===== src/rtl/vram_arbiter.sv =====
`default_nettype none
// ============================================================================
// Module      : vram_arbiter
// Description : Two-requester (CPU / video fetch) arbiter for a synchronous
//               video RAM. Video has priority unless the CPU has been passed
//               over STARVE_LIMIT times in a row. Every access is a fixed
//               IDLE -> ACCESS -> ACK sequence.
// Revision    : 1.0 - initial release
// ============================================================================
module vram_arbiter #(
  parameter int ADDR_W       = 13,
  parameter int DATA_W       = 8,
  parameter int STARVE_LIMIT = 4
) (
  input  logic              clk,
  input  logic              reset,
  input  logic              cpuReq,
  input  logic              cpuWe,
  input  logic [ADDR_W-1:0] cpuAddr,
  input  logic [DATA_W-1:0] cpuWData,
  output logic [DATA_W-1:0] cpuRData,
  output logic              cpuAck,
  input  logic              vidReq,
  input  logic [ADDR_W-1:0] vidAddr,
  output logic [DATA_W-1:0] vidRData,
  output logic              vidAck,
  output logic              memCe,
  output logic              memWe,
  output logic [ADDR_W-1:0] memAddr,
  output logic [DATA_W-1:0] memWData,
  input  logic [DATA_W-1:0] memRData
);

  localparam int STARVE_W = (STARVE_LIMIT < 1) ? 1 : $clog2(STARVE_LIMIT + 1);
  localparam logic [STARVE_W-1:0] STARVE_MAX = STARVE_W'(STARVE_LIMIT);

  typedef enum logic [1:0] {
    IDLE   = 2'd0,
    ACCESS = 2'd1,
    ACK    = 2'd2
  } state_t;

  state_t              state_q, state_d;
  logic                own_vid_q, own_vid_d;
  logic                we_q, we_d;
  logic [ADDR_W-1:0]   addr_q, addr_d;
  logic [DATA_W-1:0]   wdata_q, wdata_d;
  logic [STARVE_W-1:0] starve_q, starve_d;
  logic [DATA_W-1:0]   cpu_rdata_q, cpu_rdata_d;
  logic [DATA_W-1:0]   vid_rdata_q, vid_rdata_d;

  logic w_access;
  logic w_ack;
  logic w_write;
  logic w_cpu_rd_ack;
  logic w_vid_rd_ack;

  assign w_access     = (state_q == ACCESS);
  assign w_ack        = (state_q == ACK);
  assign w_write      = w_access && !own_vid_q && we_q;
  assign w_cpu_rd_ack = w_ack && !own_vid_q && !we_q;
  assign w_vid_rd_ack = w_ack && own_vid_q;

  // Grant decision in IDLE (request fields latched here) and fixed sequencing
  always_comb begin
    state_d   = state_q;
    own_vid_d = own_vid_q;
    we_d      = we_q;
    addr_d    = addr_q;
    wdata_d   = wdata_q;
    starve_d  = starve_q;
    case (state_q)
      IDLE: begin
        if (!cpuReq) begin
          starve_d = '0;
        end
        if (vidReq && !(cpuReq && (starve_q == STARVE_MAX))) begin
          state_d   = ACCESS;
          own_vid_d = 1'b1;
          addr_d    = vidAddr;
          we_d      = 1'b0;
          wdata_d   = '0;
          if (cpuReq) begin
            starve_d = (starve_q == STARVE_MAX) ? starve_q : starve_q + STARVE_W'(1);
          end
        end else if (cpuReq) begin
          state_d   = ACCESS;
          own_vid_d = 1'b0;
          addr_d    = cpuAddr;
          we_d      = cpuWe;
          wdata_d   = cpuWData;
          starve_d  = '0;
        end
      end
      ACCESS:  state_d = ACK;
      ACK:     state_d = IDLE;
      default: state_d = IDLE;
    endcase
  end

  // Each requester's read-data register keeps its most recent read result
  always_comb begin
    cpu_rdata_d = cpu_rdata_q;
    vid_rdata_d = vid_rdata_q;
    if (w_cpu_rd_ack) begin
      cpu_rdata_d = memRData;
    end
    if (w_vid_rd_ack) begin
      vid_rdata_d = memRData;
    end
  end

  // State, latched request and read-data registers
  always_ff @(posedge clk or negedge reset) begin
    if (!reset) begin
      state_q     <= IDLE;
      own_vid_q   <= 1'b0;
      we_q        <= 1'b0;
      addr_q      <= '0;
      wdata_q     <= '0;
      starve_q    <= '0;
      cpu_rdata_q <= '0;
      vid_rdata_q <= '0;
    end else begin
      state_q     <= state_d;
      own_vid_q   <= own_vid_d;
      we_q        <= we_d;
      addr_q      <= addr_d;
      wdata_q     <= wdata_d;
      starve_q    <= starve_d;
      cpu_rdata_q <= cpu_rdata_d;
      vid_rdata_q <= vid_rdata_d;
    end
  end

  // RAM drive is only non-zero during ACCESS; read data bypasses during ACK
  assign memCe    = w_access;
  assign memWe    = w_write;
  assign memAddr  = w_access ? addr_q : '0;
  assign memWData = w_write ? wdata_q : '0;
  assign cpuAck   = w_ack && !own_vid_q;
  assign vidAck   = w_ack && own_vid_q;
  assign cpuRData = w_cpu_rd_ack ? memRData : cpu_rdata_q;
  assign vidRData = w_vid_rd_ack ? memRData : vid_rdata_q;

endmodule
`default_nettype wire


===== config.mk =====
export PLATFORM = sky130hd
export DESIGN_NAME = vram_arbiter
export DESIGN_NICKNAME = d
export VERILOG_FILES = /design/src/rtl/vram_arbiter.sv
export SDC_FILE = /design/constraint.sdc
export NUM_CORES = 1
export LEC_CHECK = 0
export CAP_MARGIN = 20
export CORE_ASPECT_RATIO = 2
export CORE_MARGIN = 2
export CORE_UTILIZATION = 35
export CTS_CLUSTER_DIAMETER = 30
export DETAILED_ROUTE_END_ITERATION = 7
export GPL_TIMING_DRIVEN = 0
export PLACE_DENSITY = 0.67
export SYNTH_ARGS = -nofsm -noshare
export SYNTH_HDL_FRONTEND = slang
export SYNTH_SLANG_ARGS = --single-unit

===== constraint.sdc =====
create_clock -name clk -period 3.2 [get_ports clk]
set_clock_uncertainty 0.05 [all_clocks]
set_input_delay 0.32 -clock clk [delete_from_list [all_inputs] [get_ports clk]]
set_output_delay 0.32 -clock clk [all_outputs]
set_load 0.01 [all_outputs]

==> qor.csv, run 1 <==
stage,metric,value,unit
status,outcome,completed,
worst_setup_path,CP top delay family,buffers and inverters,
worst_setup_path,buffer and inverter count on the worst path,2,
grt,largest net degree at the start of global routing,39,
worst_setup_path,crit end category,primary output,
pwr,leakage power,1.365,nW
cts,CTS Root Cell,clkbuf_16,
job,max-cap violations,0,
worst_setup_path,Critical Path Source Type,flip-flop,
cts,CTS tree,done,
floorplan,die area,6811,um^2
sta,unrepaired setup endpoints after global routing,false,
sta,Final TNS setup,0,ns
finish,fin area,3257,um^2
sta,final cycle utilization of the critical path,81.35,%
yosys,Netlist cell types,30,
yosys,Syn Inst Count,198,
route,Vias/cell,5.235,
placed_design,gpl congestion,0.7348,
cts,cts bufs inserted,5,
floorplan,Placeable Area,5956,um^2
sta,slew of the pin with the lowest slew margin,0.5220,ns
yosys,Syn Nets,247,
grt,grt total ovfl,0,
cts,Post-CTS Setup Bufs,0,
pwr,worst ir drop on vdd,369.2,uV
grt,initial antenna violation count,0,
placed_design,Post-DP Area,3100,um^2
cts,H-tree depth,2,
finish,Diodes inserted,0,
cts,clk sinks,44,
yosys,largest area contributor in the synthesized netlist,dfrtp_1,
pwr,Tot Pwr,2.846,mW
yosys,Avg Inst Size Synth,10.84,um^2
floorplan,Die W,59.37,um
worst_setup_path,CP max-delay cell,clkdlybuf4s50_1,
finish,Synth-to-Final Area Change,51.78,%
route,TritonRoute pass-1 iters,4,
yosys,Area contributors post-synth,"dfrtp_1 (51%), mux2_2 (8.4%), and2_1 (6.4%), nand3_1 (5.4%), o221ai_1 (4.9%)",
worst_setup_path,CP Data Arrival Time,2.23,ns
yosys,top-count cell post-synth,dfrtp_1,
yosys,Post-synth EDFFs,0,
finish,ratio of cells with drive above 1 in the final layout,13.61,%
yosys,"FFs w/ async S/R, synth",100.0,%
route,drt drc,0,
placed_design,IO buf count,86,
route,total vias in the final route,1869,
floorplan,IO Pins,88,
route,Routed WL,5954,um
grt,total track usage,18.39,%
worst_setup_path,crit path launch,state_q[1]$_DFFE_PN0P_,
min_path,hold crit path type,input pin to flip-flop,
cts,CTS max path bufs,2,
floorplan,placement row count,40,
pwr,Power Density,873.8,nW/um^2
placed_design,hpwl dp,4409,um
grt,first-pass GRT wire length,9653,um
floorplan,DIE HEIGHT,114.7,um
worst_setup_path,worst-path cell chain,and2b_1 -> and3b_1 -> clkbuf_1 -> and2_1 -> clkdlybuf4s50_1,
floorplan,Initial Util,36.03,%
worst_setup_path,max incr delay on CP,0.55,ns
sta,Final setup viols,0,
min_path,cell depth of the worst hold path,3,
worst_setup_path,"Worst Path Class, Setup",flip-flop to primary output,
sta,final hold violations,0,
grt,met2 usage,32.01,%
worst_setup_path,reg2reg path depth,7,
grt,vias in the first global route,1908,
worst_setup_path,Worst Path Max Fanout,9,
route,WL/cell,16.68,um
yosys,area fraction of the dominant cell type after synthesis,51.31,%
grt,grt met3 use,1.912,%
sta,Slew Limit Fails,0,
yosys,Syn Std Cell Area,2146,um^2
cts,clock latency on the worst-skew pair,0.28,ns
grt,layer with the highest usage,met2,
sta,worst rel slew slack,65.20,%
sta,fmax,384.2,MHz
cts,clk slew on worst S/H paths,0.06,ns
worst_setup_path,launching point of the worst reg2reg path,starve_q[0]$_DFFE_PN0P_,
min_path,worst hold start,vidReq,
sta,final worst path period need,2.603,ns
yosys,"top cells by count, synth","dfrtp_1 (44), nand3_1 (23), and2_1 (22)",
yosys,Yosys Warn Count,0,
finish,final net count,342,
grt,met1 Use GR,22.38,%
worst_setup_path,Critical Path RT,2.83,ns
yosys,ys flop type,dfrtp_1,
yosys,sequential element share of the synthesized area,51.31,%
yosys,Synth Register Bits,44,
worst_setup_path,CP Depth,5,
route,post-route ant nets,0,
route,drt first-iter violations,108,
[placed cells by master, fill, tap and decap left out, drive strengths merged, types with 2 or more instances in the layout]
cell | Yosys | final
dfrtp | 44 | 44
nand3 | 24 | 24
ha | 2 | 2
buf | 10 | 12
inv | 17 | 17
nand2 | 3 | 3
clkbuf | 8 | 16
nor2b | 2 | 2
clkdlybuf4s50 | 0 | 85
o2bb2ai | 9 | 9
o221ai | 13 | 13
and2 | 22 | 22
nand4 | 15 | 15
or2 | 2 | 2
mux2 | 16 | 16
o21ai | 3 | 3
[worst paths after layout]
| kind | slack, ns | to |
|---|---|---|
| max | 0.60 | memWData[5] |
| min | 0.28 | starve_q[0]$_DFFE_PN0P_ |
| max reg2reg | 1.45 | addr_q[11]$_DFFE_PN0P_ |
| min in group asynchronous | 0.36 | addr_q[9]$_DFFE_PN0P_ |
| min reg2reg | 0.43 | wdata_q[7]$_DFFE_PN0P_ |
| max in group asynchronous | 2.29 | cpu_rdata_q[2]$_DFF_PN0_ |
[sequential cells by signal (all words and copies together) (netlist names)]
signal	cells
wdata_q	8
state_q	2
starve_q	3
cpu_rdata_q	8
vid_rdata_q	8
we_q	1
addr_q	13
own_vid_q	1
[routing by layer]
layer,vias to the layer above,part of all wire (%)
met5,-,0
met4,0,2.6
met3,9,4.2
met2,63,55
met1,898,38
li1,899,-
[power breakdown]
part / total (mW) / internal [mW] / switching (mW)
logic: 1.41 / 0.756 / 0.650
registers: 0.932 / 0.819 / 0.113
clock network: 0.507 / 0.311 / 0.196
total: 2.85 / 1.89 / 0.959
[through the flow]
stage	cells	hold slack [ns]	util (%)	worst slack, ns
4_1_cts	357	0.2906	54.68	0.5811
3_5_place_dp	348	0.1265	52.06	0.8886
3_3_place_gp	347	0.4127	51.81	0.5013
5_1_grt	357	0.3031	54.68	0.4537
6_report	357	0.2841	54.68	0.5969
2_1_floorplan	198	-0.02559	-	1.484
[worst reg2reg max path, cell delays in order, from the launching register on]
cell      delay [ns]
dfrtp_1         0.39
inv_1           0.06
ha_1            0.22
nand3_2         0.14
and2_1          0.14
clkbuf_1        0.22
buf_2           0.28
o221ai_2        0.13
[kinds of logic after synthesis]
group                      after synthesis  synth area share, %
AOI/OAI and AO/OA                       27                10.67
adders and majority gates                2                1.166
buffers and inverters                   35                7.697
DFF                                     44                51.31
muxes                                   16                8.396
and+or+nand+nor                         74                20.76
[cell type report]
type / instances / area (um^2)
buffer: 18 / 101.3
fill: 533 / 2699
clock buffer: 8 / 146.4
timing repair buffer: 88 / 885.9
tap: 63 / 78.83
multi-input combinational: 119 / 879.6
inverter: 17 / 63.81
sequential: 44 / 1101
[what timing repair did]
item	CTS	global route
gates resized for setup	0	0
endpoints found under the setup margin	0	0
hold buffers	1	0
hold endpoints to repair	6	0
No activity file was read; power rests on OpenSTA's default activity.
==> run 2: changes to the inputs <==
- clock period: 3.2 -> 2.4 ns (I/O delays scaled with it)
==> qor.csv, run 2 (synthesized netlist as in run 1, its figures left out) <==
stage,metric,value,unit,change
status,outcome,completed,,
min_path,Hold Path End,starve_q[0]$_DFFE_PN0P_,,
cts,CTS Root Cell,clkbuf_16,,
cts,clock latency on the worst-skew pair,0.28,ns,about the same
floorplan,Die W,59.37,um,unchanged
worst_setup_path,R2R Path End,addr_q[11]$_DFFE_PN0P_,,
worst_setup_path,crit end category,primary output,,
finish,ratio of cells with drive above 1 in the final layout,15.54,%,+1.9 points
worst_setup_path,buffer and inverter count on the worst path,2,,unchanged
sta,slew of the pin with the lowest slew margin,0.4908,ns,-0.03121 ns
finish,most frequent cells in the layout,"clkdlybuf4s50_1 (78), dfrtp_1 (44), nand3_1 (23)",,
sta,Final setup viols,0,,unchanged
floorplan,DIE HEIGHT,114.7,um,unchanged
min_path,hold crit path type,input pin to flip-flop,,
cts,H-tree depth,2,,unchanged
pwr,leakage power,1.401,nW,+2.7%
finish,Diodes inserted,0,,unchanged
cts,CTS tree,done,,
sta,final cycle utilization of the critical path,95.99,%,
sta,Slew Limit Fails,0,,unchanged
sta,worst rel slew slack,67.28,%,+2.1 points
floorplan,die area,6811,um^2,unchanged
grt,largest net degree at the start of global routing,39,,unchanged
cts,clk sinks,44,,unchanged
cts,clk slew on worst S/H paths,0.06,ns,about the same
worst_setup_path,"Worst Path Class, Setup",flip-flop to primary output,,
worst_setup_path,R2R setup slack,0.63,ns,-0.82 ns
placed_design,IO buf count,86,,unchanged
placed_design,placed cell count,348,,unchanged
worst_setup_path,CP Data Arrival Time,2.01,ns,-0.22 ns
route,WL/cell,16.55,um,-0.76%
route,Vias/cell,5.245,,+0.19%
worst_setup_path,reg2reg path depth,7,,unchanged
placed_design,hpwl dp,4409,um,unchanged
job,max-cap violations,0,,unchanged
floorplan,Placeable Area,5956,um^2,unchanged
pwr,Power Density,1150,nW/um^2,+32%
worst_setup_path,CP max-delay cell,clkdlybuf4s50_1,,
worst_setup_path,Critical Path RT,2.11,ns,-0.72 ns
grt,grt total ovfl,0,,unchanged
worst_setup_path,crit path launch,own_vid_q$_DFFE_PN0P_,,
floorplan,IO Pins,88,,unchanged
worst_setup_path,CP top delay family,buffers and inverters,,
worst_setup_path,Worst Path Max Fanout,4,,-5
grt,first-pass GRT wire length,9687,um,+0.35%
finish,max FFs per register,13,,unchanged
sta,fmax,434.1,MHz,
finish,Synth-to-Final Area Change,52.59,%,
route,drt first-iter violations,108,,unchanged
worst_setup_path,launching point of the worst reg2reg path,starve_q[0]$_DFFE_PN0P_,,
route,Routed WL,5942,um,-0.20%
route,post-route ant nets,0,,unchanged
grt,vias in the first global route,1919,,+0.58%
min_path,cell depth of the worst hold path,3,,unchanged
worst_setup_path,Critical Path Source Type,flip-flop,,
finish,Biggest register,addr_q,,
worst_setup_path,worst-path cell chain,nor3b_2 -> nor2b_1 -> buf_4 -> mux2_2 -> clkdlybuf4s50_1,,
grt,total track usage,18.46,%,+0.068 points
finish,final net count,344,,+0.58%
finish,"non-filler cells, final",359,,+0.56%
route,total vias in the final route,1883,,+0.75%
sta,final hold violations,0,,unchanged
floorplan,placement row count,40,,unchanged
pwr,worst ir drop on vdd,494.3,uV,+34%
finish,"commonest non-fill, non-tap cell in the layout",clkdlybuf4s50_1,,
sta,Hold Slack,0.2059,ns,-0.07821 ns
floorplan,Initial Util,36.03,%,unchanged
grt,initial antenna violation count,0,,unchanged
route,TritonRoute pass-1 iters,5,,+1
cts,cts bufs inserted,5,,unchanged
sta,final worst path period need,2.304,ns,
cts,CTS max path bufs,2,,unchanged
route,drt drc,0,,unchanged
worst_setup_path,max incr delay on CP,0.48,ns,-0.07 ns
min_path,worst hold start,vidReq,,
placed_design,gpl congestion,0.7348,,unchanged
sta,unrepaired setup endpoints after global routing,false,,
run 2: cell count changes in the layout (fill, tap and decap cells not counted), sizes merged:
cell,previous run,this run
buf,12,15
dlymetal6s2s,0,1
dlygate4sd2,0,6
clkbuf,16,15
clkdlybuf4s50,85,78
run 2: worst min-delay path, stage by stage:
cell and delay [ns]:
buf_6 0.12, nand4_1 0.06, o21ai_0 0.07
run 2: per-layer routing:
| layer | vias up | global-route usage (%) | part of all wire, % |
|---|---|---|---|
| met5 | - | 0 | 0 |
| met4 | 0 | 7.576 | 2.6 |
| met3 | 9 | 1.912 | 3.9 |
| met2 | 55 | 32.45 | 56 |
| met1 | 913 | 22.16 | 38 |
| li1 | 906 | - | - |
run 2: power breakdown:
part / switching [mW] / internal, mW / total (mW)
clock network: 0.260 / 0.415 / 0.675
registers: 0.153 / 1.09 / 1.25
logic: 0.864 / 0.983 / 1.85
total: 1.28 / 2.49 / 3.77
run 2: layout make-up:
class | instances | area (um^2)
Buffer | 17 | 98.84
Clock buffer | 8 | 146.4
Fill cell | 527 | 2681
Inverter | 17 | 63.81
Multi-Input combinational cell | 119 | 882.1
Sequential cell | 44 | 1101
Tap cell | 63 | 78.83
Timing Repair Buffer | 91 | 903.4
run 2: worst max-delay path by stage:
stage	cells past startpoint	slack [ns]	to
floorplan	4	0.76	cpuRData[0]
global placement	1	-0.22	cpu_rdata_q[6]$_DFF_PN0_
detailed placement	5	0.17	memWData[5]
CTS	4	0.00007	memAddr[11]
global route	5	0.00005	cpuRData[2]
finish	5	0.1	cpuRData[2]
run 2: through the flow:
stage	power, mW	cell area [um^2]	setup slack (ns)	setup TNS, ns	utilization [%]
2_1_floorplan	2.259	2146	0.7641	0	-
3_3_place_gp	3.104	3085	-0.2187	-9.472	51.81
3_5_place_dp	3.146	3100	0.1686	0	52.06
4_1_cts	3.800	3254	0.00007128	0	54.64
5_1_grt	4.030	3274	0.00004996	0	54.98
6_report	3.767	3274	0.09633	0	54.98
run 2: what timing repair did:
action                                  CTS  global route
buffers inserted                          1             2
gates resized for setup                   7             4
endpoints found under the setup margin   19            13
endpoints found under the hold margin     6             0
pin swaps                                 1             1
hold buffers                              1             0
